===== src/rtl/intr_pkg.sv =====
// Shared codes and defaults for the interrupt-handshake datapath companion.
package intr_pkg;

    typedef enum logic [1:0] {
        CC_IDLE  = 2'b00,
        CC_ENIN  = 2'b01,
        CC_INTR  = 2'b10,
        CC_ACKIN = 2'b11
    } cc_sel_t;

    typedef enum logic [1:0] {
        OUT_NONE    = 2'd0,
        OUT_NORM    = 2'd1,
        OUT_ILLEGAL = 2'd2,
        OUT_INTR    = 2'd3
    } uscite_t;

    typedef enum logic [1:0] {
        ACK_IDLE = 2'd0,
        ACK_HIGH = 2'd1,
        ACK_HOLD = 2'd2
    } ack_state_t;

    localparam int DEFAULT_TIMEOUT = 9;

endpackage


===== src/rtl/req_sync.sv =====
// Single-bit multi-flop synchronizer for an asynchronous request line.
module req_sync #(
    parameter int SYNC_STAGES = 2
) (
    input  logic i_clk,
    input  logic i_rst_n,
    input  logic i_async,
    output logic o_sync
);

    logic [SYNC_STAGES-1:0] r_sync;

    // NOTE: sequential state uses non-blocking assignments so every stage samples the pre-edge value of the one before it.
    always_ff @(posedge i_clk) begin
        if (!i_rst_n) begin
            r_sync <= '0;
        end else begin
            r_sync <= {r_sync[SYNC_STAGES-2:0], i_async};
        end
    end

    assign o_sync = r_sync[SYNC_STAGES-1];

endmodule


===== src/rtl/intr_compare_unit.sv =====
// Request select, timeout counter, acknowledge pulse stretcher and protocol
// monitor serving the interrupt-handshake controller.
module intr_compare_unit
    import intr_pkg::*;
#(
    parameter int CNT_W       = 4,
    parameter int TIMEOUT     = DEFAULT_TIMEOUT,
    parameter int SYNC_STAGES = 2,
    parameter int ACK_MIN     = 3
) (
    input  logic       clock,
    input  logic       reset_n,
    input  logic       ENIN_REQ,
    input  logic       INTR_REQ,
    input  logic       ACKIN_REQ,
    input  logic [1:0] CC_MUX,
    input  logic       ENABLE_COUNT,
    input  logic       ACKOUT,
    input  logic [1:0] USCITE,
    output logic       EQL,
    output logic       CONT_EQL,
    output logic       ACK_LINE,
    output logic       PROT_ERR
);

    localparam int HCNT_W = $clog2(ACK_MIN + 1);
    localparam logic [CNT_W-1:0]  TIMEOUT_V = CNT_W'(TIMEOUT);
    localparam logic [HCNT_W-1:0] ACK_MIN_V = HCNT_W'(ACK_MIN);

    if (TIMEOUT < 1 || TIMEOUT > (2 ** CNT_W) - 1) begin : g_bad_timeout
        $error("intr_compare_unit: TIMEOUT outside 1..2^CNT_W-1");
    end
    if (SYNC_STAGES < 2) begin : g_bad_sync
        $error("intr_compare_unit: SYNC_STAGES must be at least 2");
    end
    if (ACK_MIN < 1) begin : g_bad_ack_min
        $error("intr_compare_unit: ACK_MIN must be at least 1");
    end

    logic w_enin_s;
    logic w_intr_s;
    logic w_ackin_s;

    req_sync #(.SYNC_STAGES(SYNC_STAGES)) u_sync_enin (
        .i_clk(clock), .i_rst_n(reset_n), .i_async(ENIN_REQ), .o_sync(w_enin_s)
    );
    req_sync #(.SYNC_STAGES(SYNC_STAGES)) u_sync_intr (
        .i_clk(clock), .i_rst_n(reset_n), .i_async(INTR_REQ), .o_sync(w_intr_s)
    );
    req_sync #(.SYNC_STAGES(SYNC_STAGES)) u_sync_ackin (
        .i_clk(clock), .i_rst_n(reset_n), .i_async(ACKIN_REQ), .o_sync(w_ackin_s)
    );

    logic             r_eql;
    logic             r_cont_eql;
    logic             r_prot_err;
    logic [CNT_W-1:0] r_cnt;
    logic [CNT_W-1:0] w_cnt_next;
    logic             w_eql_next;

    // NOTE: every always_comb output gets a default first so no path can leave it unassigned and infer a latch.
    always_comb begin
        w_eql_next = 1'b0;
        case (cc_sel_t'(CC_MUX))
            CC_ENIN:  w_eql_next = w_enin_s;
            CC_INTR:  w_eql_next = w_intr_s;
            CC_ACKIN: w_eql_next = w_ackin_s;
            default:  w_eql_next = 1'b0;
        endcase

        w_cnt_next = '0;
        if (ENABLE_COUNT) begin
            w_cnt_next = (r_cnt < TIMEOUT_V) ? r_cnt + CNT_W'(1) : r_cnt;
        end
    end

    // CONT_EQL looks at the next count so it rises on the edge cnt reaches TIMEOUT.
    always_ff @(posedge clock) begin
        if (!reset_n) begin
            r_eql      <= 1'b0;
            r_cnt      <= '0;
            r_cont_eql <= 1'b0;
            r_prot_err <= 1'b0;
        end else begin
            r_eql      <= w_eql_next;
            r_cnt      <= w_cnt_next;
            r_cont_eql <= (w_cnt_next == TIMEOUT_V);
            if ((USCITE == OUT_ILLEGAL) || (ENABLE_COUNT != ACKOUT)) begin
                r_prot_err <= 1'b1;
            end
        end
    end

    ack_state_t        r_ack_state;
    logic [HCNT_W-1:0] r_hcnt;
    logic              r_ack_line;

    // hcnt counts cycles ACK_LINE has been high; HOLD stretches short requests to ACK_MIN.
    always_ff @(posedge clock) begin
        if (!reset_n) begin
            r_ack_state <= ACK_IDLE;
            r_hcnt      <= '0;
            r_ack_line  <= 1'b0;
        end else begin
            case (r_ack_state)
                ACK_IDLE: begin
                    if (ACKOUT) begin
                        r_ack_state <= ACK_HIGH;
                        r_hcnt      <= HCNT_W'(1);
                        r_ack_line  <= 1'b1;
                    end
                end
                ACK_HIGH: begin
                    if (r_hcnt < ACK_MIN_V) begin
                        r_hcnt <= r_hcnt + HCNT_W'(1);
                    end
                    if (!ACKOUT) begin
                        if (r_hcnt >= ACK_MIN_V) begin
                            r_ack_state <= ACK_IDLE;
                            r_hcnt      <= '0;
                            r_ack_line  <= 1'b0;
                        end else begin
                            r_ack_state <= ACK_HOLD;
                        end
                    end
                end
                ACK_HOLD: begin
                    if (ACKOUT) begin
                        r_ack_state <= ACK_HIGH;
                    end else if (r_hcnt >= ACK_MIN_V) begin
                        r_ack_state <= ACK_IDLE;
                        r_hcnt      <= '0;
                        r_ack_line  <= 1'b0;
                    end else begin
                        r_hcnt <= r_hcnt + HCNT_W'(1);
                    end
                end
                default: begin
                    r_ack_state <= ACK_IDLE;
                    r_hcnt      <= '0;
                    r_ack_line  <= 1'b0;
                end
            endcase
        end
    end

    assign EQL      = r_eql;
    assign CONT_EQL = r_cont_eql;
    assign ACK_LINE = r_ack_line;
    assign PROT_ERR = r_prot_err;

endmodule


===== config.mk =====
export PLATFORM = sky130hd
export DESIGN_NAME = intr_compare_unit
export DESIGN_NICKNAME = d
export VERILOG_FILES = /design/src/rtl/intr_pkg.sv /design/src/rtl/req_sync.sv /design/src/rtl/intr_compare_unit.sv
export SDC_FILE = /design/constraint.sdc
export NUM_CORES = 1
export LEC_CHECK = 0
export CORE_ASPECT_RATIO = 0.8
export CORE_UTILIZATION = 40
export DETAILED_ROUTE_END_ITERATION = 7
export SLEW_MARGIN = 20
export SYNTH_ARGS = -nofsm -noshare
export SYNTH_HDL_FRONTEND = slang
export SYNTH_SLANG_ARGS = --single-unit

===== constraint.sdc =====
create_clock -name clock -period 1.9 [get_ports clock]
set_input_delay 0.57 -clock clock [delete_from_list [all_inputs] [get_ports clock]]
set_output_delay 0.57 -clock clock [all_outputs]
set_load 0.01 [all_outputs]

Word-level counts from Yosys, hierarchy flattened --
Cells that the tools add are included. Widths: inputs -> output; s select.
Word-level totals: output and inout bits 4, register bits 18, word-level logic and storage cells 54
Cells by class: reduce and logical (&&, ||, !) cells 6, equality and inequality tests 14, multiplexer cells 19, add/sub/neg operators 2, order comparisons 3
Operators with widths (count):
- $mux 2 | 10
- $pmux 2 s3 | 2
- $eq 2x2->1 const B | 4
- $mux 4 | 2
- $ne 2x2->1 const B | 4
- $reduce_and 3->1 | 2
- $add 4x1->4 const B | 1
- $eq 2x1->1 const B | 2
- $eq 4x4->1 const B | 1
- $lt 4x4->1 const B | 1
- $mux 1 | 3
- $ne 3x3->1 const B | 1
- $pmux 1 s3 | 1
- $add 2x1->2 const B | 1
- $ge 2x2->1 const B | 1
- $logic_not 2->1 | 1
- $lt 2x2->1 const B | 1
- $ne 2x1->1 const B | 1
- $pmux 1 s2 | 1
- $reduce_and 2->1 | 1
- $reduce_or 2->1 | 1
- $logic_or 1x1->1 | 1
- $ne 1x1->1 | 1

Longest topological paths before layout --
Gate-level depths: netlist of run 1.
depth after elaboration 5, mapped depth 6, mapped depth without buffers 6

Cells and area by module --
Synthesis of run 1 repeated with hierarchy kept, for this count alone.
Second synthesis, totals: cells, all modules 96, area total of the unflattened synthesis 880.8 um^2
By module, submodules not included:
- intr_compare_unit | area an instance 723.2 um^2, times used 1, sequential area each 240.2 um^2, cells each 84
- req_sync | area an instance 52.6 um^2, times used 3, sequential area each 40.0 um^2, cells each 4

Least setup slack after synthesis of run 1 --
Ideal clock, no wire load.
path type reg-to-reg, start point register r_cnt[0], end point register r_cont_eql (netlist: CONT_EQL), setup slack 557 ps, setup time 116 ps, stages on the path, launching flop included 7, path buffers 0, data required time 1784 ps, data arrival time 1227 ps, period minus slack after synthesis 1343 ps, cells stage by stage dfxtp_1 -> inv_1 -> ha_1 -> inv_1 -> o21ai_2 -> mux2_1 -> and3_1
Between the ends: word-level cells in the longest chain between the ends 4
RTL lines:
- start, declared | RTL line intr_compare_unit.sv:57 | logic [CNT_W-1:0] r_cnt;
- start signal, assigned | RTL line intr_compare_unit.sv:86 | r_cnt <= w_cnt_next;
- $add 4x1->4 / $lt 4x4->1 (equally long branches) | RTL line intr_compare_unit.sv:73 | w_cnt_next = (r_cnt < TIMEOUT_V) ? r_cnt + CNT_W'(1) : r_cnt;
- $mux 4 * | RTL line intr_compare_unit.sv:73
- $mux 4 * | RTL line intr_compare_unit.sv:72 | if (ENABLE_COUNT) begin
- $eq 4x4->1 * | RTL line intr_compare_unit.sv:87 | r_cont_eql <= (w_cnt_next == TIMEOUT_V);
- end signal, assigned | RTL line intr_compare_unit.sv:87
- end, declared | RTL line intr_compare_unit.sv:55 | logic r_cont_eql;
Mark *: on every way between the ends. The rest lies on a longest branch, timed or not. A chain may end at the register's enable or synchronous reset.

Final worst setup path of run 1 --
start point register r_prot_err (netlist: PROT_ERR), end point output port PROT_ERR
RTL lines:
- start, declared | RTL line intr_compare_unit.sv:56 | logic r_prot_err;
- start signal, assigned | RTL line intr_compare_unit.sv:83 | r_prot_err <= 1'b0;
- start signal, assigned | RTL line intr_compare_unit.sv:89 | r_prot_err <= 1'b1;
- end, declared | RTL line intr_compare_unit.sv:23 | output logic PROT_ERR
No word-level cell between the ends.

==> impl_metrics.tcl, run 1 <==
set metrics [dict create \
    initial_utilization_pct 44.44 \
    startpoint_type "register" \
    use_met3_pct 7.368 \
    grt_setup_unrepaired "false" \
    r2r_setup_slack_ns 0.40 \
    layout_common_cells "18 x dfxtp_1, 14 x clkdlybuf4s50_1, 11 x nor2_1" \
    whs_path_depth 1 \
    yosysWarnings 0 \
    dr.pass1.iters 4 \
    min_from "u_sync_intr.r_sync[0]$_SDFF_PN0_" \
    finalClockSkew_ns 0.007977 \
    grt_overflow_total 0 \
    synth-seq-cells 18 \
    route.antenna.remaining_nets 0 \
    critPathMaxFanout 2 \
    setup_tns_ns 0 \
    diodes 0 \
    syn_area_um2 879.6 \
    ys_seq_area_share_pct 40.97 \
    port_buffers 14 \
    multiInputGateArea_um2 470.5 \
    first_global_vias 568 \
    wire_per_inst_um 10.89 \
    ctsHoldBuffers 0 \
    cts_tree "done" \
    drc 0 \
    clock_path_buffers 2 \
    cp_data_arrival_time_ns 1.18 \
    hold_class "reg -> reg" \
    period_minus_slack_ns 1.749 \
    grt_start_max_net_pins 11 \
    gp_congestion 0.8191 \
    setup_viol 0 \
    clock_latency_ns 0.29 \
    synth_fp_nets 117 \
    vias 679 \
    clk_pin_slew_ns 0.10 \
    end_kind "output pin" \
    synth_area_per_cell_um2 9.068 \
    post-dp-hpwl_mm 1.177 \
    criticalPathCategory "reg -> out" \
    fillers 198 \
    finalCritPeriodShare_pct 92.05 \
    rr_worst_depth 6 \
    final-seq-area_um2 360.3 \
    area_growth_pct 24.32 \
    nNetsFinal 137 \
    initialDrtViolationCount 10 \
    ir_drop_mv 0.7408 \
    viasPerCell 4.850 \
    cts_inserted_buffers 3 \
    crit_required_ns 1.33 \
    cp_slowest_cell "clkdlybuf4s50_1" \
    grt_util_met2_pct 20.00 \
    drive_gt1_share_pct 10.34 \
    root_buffer "clkbuf_4" \
    yosysUniqueCellTypes 30 \
    final_area_mm2 0.001094 \
    worst-path-buf-inv 1 \
    holdPathEnd "u_sync_intr.r_sync[1]$_SDFF_PN0_" \
    slew_violations 0 \
    synth_cells 97 \
    fp.coreArea_mm2 0.001979 \
    tightestPinTransition_ns 0.3171 \
    cp_top_family "buffers and inverters" \
    cts.sink_count 18 \
    drv_cap 0 \
    drt-total-wl_mm 1.524 \
    post-cts-setup-buffers 0 \
    status "finished clean" \
    die_w_um 54.43 \
    reg2reg_to "CONT_EQL$_SDFF_PN0_" \
    die_y_um 43.94 \
    grt_use_total_pct 14.84 \
    p_per_area_mw_per_mm2 989.1 \
    dieArea_mm2 0.002392 \
    final_hold_viol_count 0 \
    r2r_start "r_cnt[0]$_SDFF_PN0_" \
    max_freq_mhz 571.8 \
    slew_headroom_pct 78.79 \
    total_power_mw 1.082 \
    pin_count 15 \
    antenna_found_initial 0 \
    postCtsResizedCells 0 \
    path_cells "clkdlybuf4s50_1" \
    final_common_cell "dfxtp_1" \
    cp_slowest_stage_delay_ns 0.54 \
    placed_cell_area_mm2 0.001057 \
    grt_pass1_wl_mm 2.408 \
    h-tree-depth 1 \
    use_met1_pct 19.79 \
    p_leak_nw 0.4648 \
    num_rows 14 \
    top_usage_layer "met2" \
]
## area by class of cell
type	count	share of cell area, %
Tap cell	24	2.746
Clock buffer	4	3.318
Multi-Input combinational cell	68	43.02
Inverter	9	3.089
Sequential cell	18	32.95
Timing Repair Buffer	17	14.87
## cells by family after synthesis
| family | Yosys count | share of synthesized area (%) |
|---|---|---|
| compound gates | 19 | 15.51 |
| simple gates | 34 | 18.35 |
| xor+xnor | 2 | 1.992 |
| flops | 18 | 40.97 |
| mux | 4 | 4.836 |
| buf+inv | 11 | 5.547 |
| fa+ha+maj | 9 | 12.80 |
## stage by stage
step | hold WS [ns] | setup WS [ns] | utilization [%] | cells
after CTS | 0.4410 | 0.1369 | 55.25 | 140
after global routing | 0.4604 | 0.08380 | 55.25 | 140
after detailed placement | 0.4169 | 0.02687 | 53.41 | 136
after floorplan | 0.4057 | 0.5572 | - | 97
final | 0.4346 | 0.1511 | 55.25 | 140
after global placement | 0.4092 | 0.06175 | 53.41 | 136
## layer usage
| layer | up-vias | wire, um |
|---|---|---|
| li1 | 360 | - |
| met1 | 299 | 829 |
| met2 | 15 | 585 |
| met3 | 5 | 86 |
| met4 | 0 | 22 |
| met5 | - | 0 |
## flip-flops by register name, summed over array words and instances, names as in the netlist
register and cells:
ACK_LINE 1, r_hcnt 2, EQL 1, r_ack_state 2
PROT_ERR 1, u_sync_ackin.r_sync 2, CONT_EQL 1, u_sync_enin.r_sync 2
u_sync_intr.r_sync 2, r_cnt 4
## worst max-delay path by stage
stage                     depth (start not counted)                           to             startpoint
final                                             1                     PROT_ERR  PROT_ERR$_SDFFE_PN0P_
after global routing                              1                     PROT_ERR  PROT_ERR$_SDFFE_PN0P_
after CTS                                         1                     PROT_ERR  PROT_ERR$_SDFFE_PN0P_
after detailed placement                          4  r_ack_state[1]$_SDFFE_PN0P_                 ACKOUT
after global placement                            4  r_ack_state[1]$_SDFFE_PN0P_                 ACKOUT
after floorplan                                   6          CONT_EQL$_SDFF_PN0_    r_cnt[0]$_SDFF_PN0_
## Yosys cell counts (all sizes together)
master	instances	area (um^2)
dfxtp	18	360.4
o22ai	1	6.260
nor2b	2	12.51
inv	9	33.78
xor2	1	8.760
buf	1	11.26
a21oi	4	20.02
nand3	2	10.01
ha	9	112.6
mux2i	2	20.02
mux2	2	22.52
nand2b	1	6.260
nand2	9	33.78
a31oi	2	12.51
a2bb2oi	1	15.01
nand3b	1	7.510
o41ai	1	16.27
o31a	2	17.52
xnor2	1	8.760
and3	1	6.260
and2	7	43.79
nor2	11	41.29
o21ai	6	33.78
clkbuf	1	3.750
a22oi	1	7.510
a21boi	1	7.510
## report_power, final
part	leakage, nW	switching [mW]	total (mW)	internal, mW
registers	0.148	0.0466	0.475	0.428
logic	0.296	0.195	0.375	0.180
clock network	0.0210	0.115	0.232	0.117
total	0.465	0.356	1.08	0.725
No activity file was read; power rests on OpenSTA's default activity.
==> run 2, diff against run 1 <==
--- a/config.mk
+++ b/config.mk
@@ -11,4 +11,5 @@
 export SLEW_MARGIN = 20
 export SYNTH_ARGS = -nofsm -noshare
 export SYNTH_HDL_FRONTEND = slang
+export SYNTH_HIERARCHICAL = 1
 export SYNTH_SLANG_ARGS = --single-unit
==> impl_metrics.tcl, run 2 <==
set metrics [dict create \
    area_growth_pct 22.59 \
    layout_setup_ws_ns 0.1654 \
    seq_power_share_pct 46.2 \
    post-cts-setup-buffers 0 \
    synth_top_area_share_pct 40.91 \
    postCtsResizedCells 0 \
    intPower_mw 0.6877 \
    clock_latency_ns 0.28 \
    use_met1_pct 17.67 \
    place_inst 135 \
    final_hold_viol_count 0 \
    slew_violations 0 \
    cts_inserted_buffers 3 \
    synth_top_family_by_area "simple AND/OR/NAND/NOR gates" \
    clk_pin_slew_ns 0.10 \
    critPathCapture "PROT_ERR" \
    num_rows 14 \
    synth_area_per_cell_um2 9.175 \
    h-tree-depth 1 \
    wire_per_inst_um 9.957 \
    fp.coreArea_mm2 0.001979 \
    synth_cells 96 \
    yosysMostFrequentCell "dfxtp_1" \
    criticalPathCategory "reg -> out" \
    nNetsFinal 136 \
    largest_reg_flops 4 \
    net-switching-power_mw 0.3355 \
    top_usage_layer "met2" \
    reg2reg_to "CONT_EQL$_SDFF_PN0_" \
    grt_use_total_pct 14.11 \
    viasPerCell 4.732 \
    drt-total-wl_mm 1.374 \
    total_power_mw 1.023 \
    hold_class "reg -> reg" \
    synth-seq-cells 18 \
    yosysWarnings 6 \
    max_freq_mhz 576.5 \
    tightestPinTransition_ns 0.3187 \
    use_met3_pct 3.158 \
    final_common_cell "dfxtp_1" \
    r2r_start "r_cnt[0]$_SDFF_PN0_" \
    rr_worst_depth 6 \
    grt_util_met2_pct 22.93 \
    grt_overflow_total 0 \
    synth_fa_ha_area_share_pct 12.78 \
    die_w_um 54.47 \
    grt_pass1_wl_mm 2.394 \
    synth_area_leader_cell "dfxtp_1" \
    yosysUniqueCellTypes 30 \
    dieArea_mm2 0.002395 \
    critPathLaunch "PROT_ERR$_SDFFE_PN0P_" \
    syn_area_um2 880.8 \
    synth_fp_nets 116 \
    grt_setup_unrepaired "false" \
    r2r_setup_slack_ns 0.46 \
    gp_congestion 0.7345 \
    diodes 0 \
    end_kind "output pin" \
    ctsHoldBuffers 0 \
    drc 0 \
    pre_cts_slack_ns -0.03922 \
    netSwitchingFraction_pct 32.79 \
    root_buffer "clkbuf_4" \
    path_depth 1 \
    path_cells "clkdlybuf4s50_1" \
    slew_headroom_pct 78.69 \
    ir_drop_mv 0.5550 \
    dr.pass1.iters 4 \
    synth_ff_type "dfxtp_1" \
    pin_count 15 \
    layoutNonFillerInstCount 138 \
    layout_common_cells "18 x dfxtp_1, 14 x clkdlybuf4s50_1, 11 x nor2_1" \
    crit_required_ns 1.33 \
    synth_xor_area_share_pct 1.989 \
    cp_top_family "buffers and inverters" \
    regMostFlops "r_cnt" \
    cts.sink_count 18 \
    clkPwrFrac_pct 17.1 \
    post-dp-hpwl_mm 1.112 \
    hold_ws_ns 0.4426 \
    drive_gt1_share_pct 10.53 \
    cp_data_arrival_time_ns 1.16 \
    finalCritPeriodShare_pct 91.30 \
    p_leak_nw 0.4554 \
    antenna_found_initial 0 \
    synth_edf_count 0 \
    combPwrFrac_pct 36.7 \
    initialDrtViolationCount 11 \
    port_buffers 14 \
    setup_viol 0 \
    ys_async_sr_fraction_pct 0 \
    first_global_vias 613 \
    synth_compound_area_share_pct 15.77 \
    die_y_um 43.97 \
    ys_top_cells_by_count "18 x dfxtp_1, 11 x nor2_1, 9 x ha_1, 9 x nand2_1, 8 x inv_1" \
    initial_utilization_pct 44.50 \
    cts_tree "done" \
    worst-path-buf-inv 1 \
    cp_slowest_cell "clkdlybuf4s50_1" \
    p_per_area_mw_per_mm2 947.7 \
    startpoint_type "register" \
    vias 653 \
    muxShareOfSynthArea_pct 5.256 \
    finalClockSkew_ns 0.009876 \
    critPathMaxFanout 2 \
    grt_start_max_net_pins 10 \
    yosys.area_share.simple_pct 17.61 \
    cp_slowest_stage_delay_ns 0.55 \
    route.antenna.remaining_nets 0 \
    synth.area.top_cells "dfxtp_1 41%, ha_1 13%, and2_1 5.0%" \
    period_minus_slack_ns 1.735 \
    status "finished clean" \
    drv_cap 0 \
    clock_path_buffers 2 \
    ys_seq_area_share_pct 40.91 \
]
==> run 2: cell count changes in the layout (fill, tap and decap cells not counted) <==
| cell | delta |
|---|---|
| o21ai_1 | -2 |
| mux2i_1 | -1 |
| mux2i_2 | +1 |
| nor2b_1 | -1 |
| clkbuf_8 | -1 |
| o22ai_1 | +2 |
==> run 2: kinds of logic after synthesis <==
logic type | Yosys count
flops | 18
compound gates | 19
mux | 4
buf+inv | 11
xor+xnor | 2
fa+ha+maj | 9
simple gates | 33
==> run 2: final cells by class <==
class	count	area, um^2
sequential	18	360.3
multi-input combinational	67	470.5
inverter	9	33.78
tap	24	30.03
clock buffer	3	22.52
timing repair buffer	17	162.7
fill	208	899.6
==> run 2: metal layers <==
metal,up-vias,part of all wire [%]
li1,355,-
met1,286,53
met2,10,42
met3,2,3.1
met4,0,1.4
met5,-,0
==> run 2: stage by stage <==
stage | cell area, um^2 | utilization [%] | setup TNS, ns
finish | 1080 | 54.55 | 0
global route | 1080 | 54.55 | 0
CTS | 1080 | 54.55 | 0
detailed placement | 1057 | 53.41 | -0.04793
global placement | 1057 | 53.41 | 0
floorplan | 880.8 | - | 0
==> run 2: worst min path at each step <==
| stage | from | endpoint | slack, ns | cells past startpoint |
|---|---|---|---|---|
| 2_1_floorplan | u_sync_ackin/r_sync[0]$_SDFF_PN0_ | u_sync_ackin/r_sync[1]$_SDFF_PN0_ | 0.41 | 1 |
| 3_3_place_gp | u_sync_ackin/r_sync[0]$_SDFF_PN0_ | u_sync_ackin/r_sync[1]$_SDFF_PN0_ | 0.42 | 1 |
| 3_5_place_dp | u_sync_intr/r_sync[0]$_SDFF_PN0_ | u_sync_intr/r_sync[1]$_SDFF_PN0_ | 0.42 | 1 |
| 4_1_cts | u_sync_intr/r_sync[0]$_SDFF_PN0_ | u_sync_intr/r_sync[1]$_SDFF_PN0_ | 0.44 | 1 |
| 5_1_grt | u_sync_intr/r_sync[0]$_SDFF_PN0_ | u_sync_intr/r_sync[1]$_SDFF_PN0_ | 0.48 | 1 |
| 6_report | u_sync_intr/r_sync[0]$_SDFF_PN0_ | u_sync_intr/r_sync[1]$_SDFF_PN0_ | 0.44 | 1 |
==> run 2: power by group through the flow <==
stage	clock network, mW	registers (mW)	logic (mW)
final	0.174	0.473	0.376
after global routing	0.201	0.481	0.430
after CTS	0.182	0.474	0.380
after detailed placement	0	0.483	0.377
after global placement	0	0.479	0.381
after floorplan	0	0.476	0.280
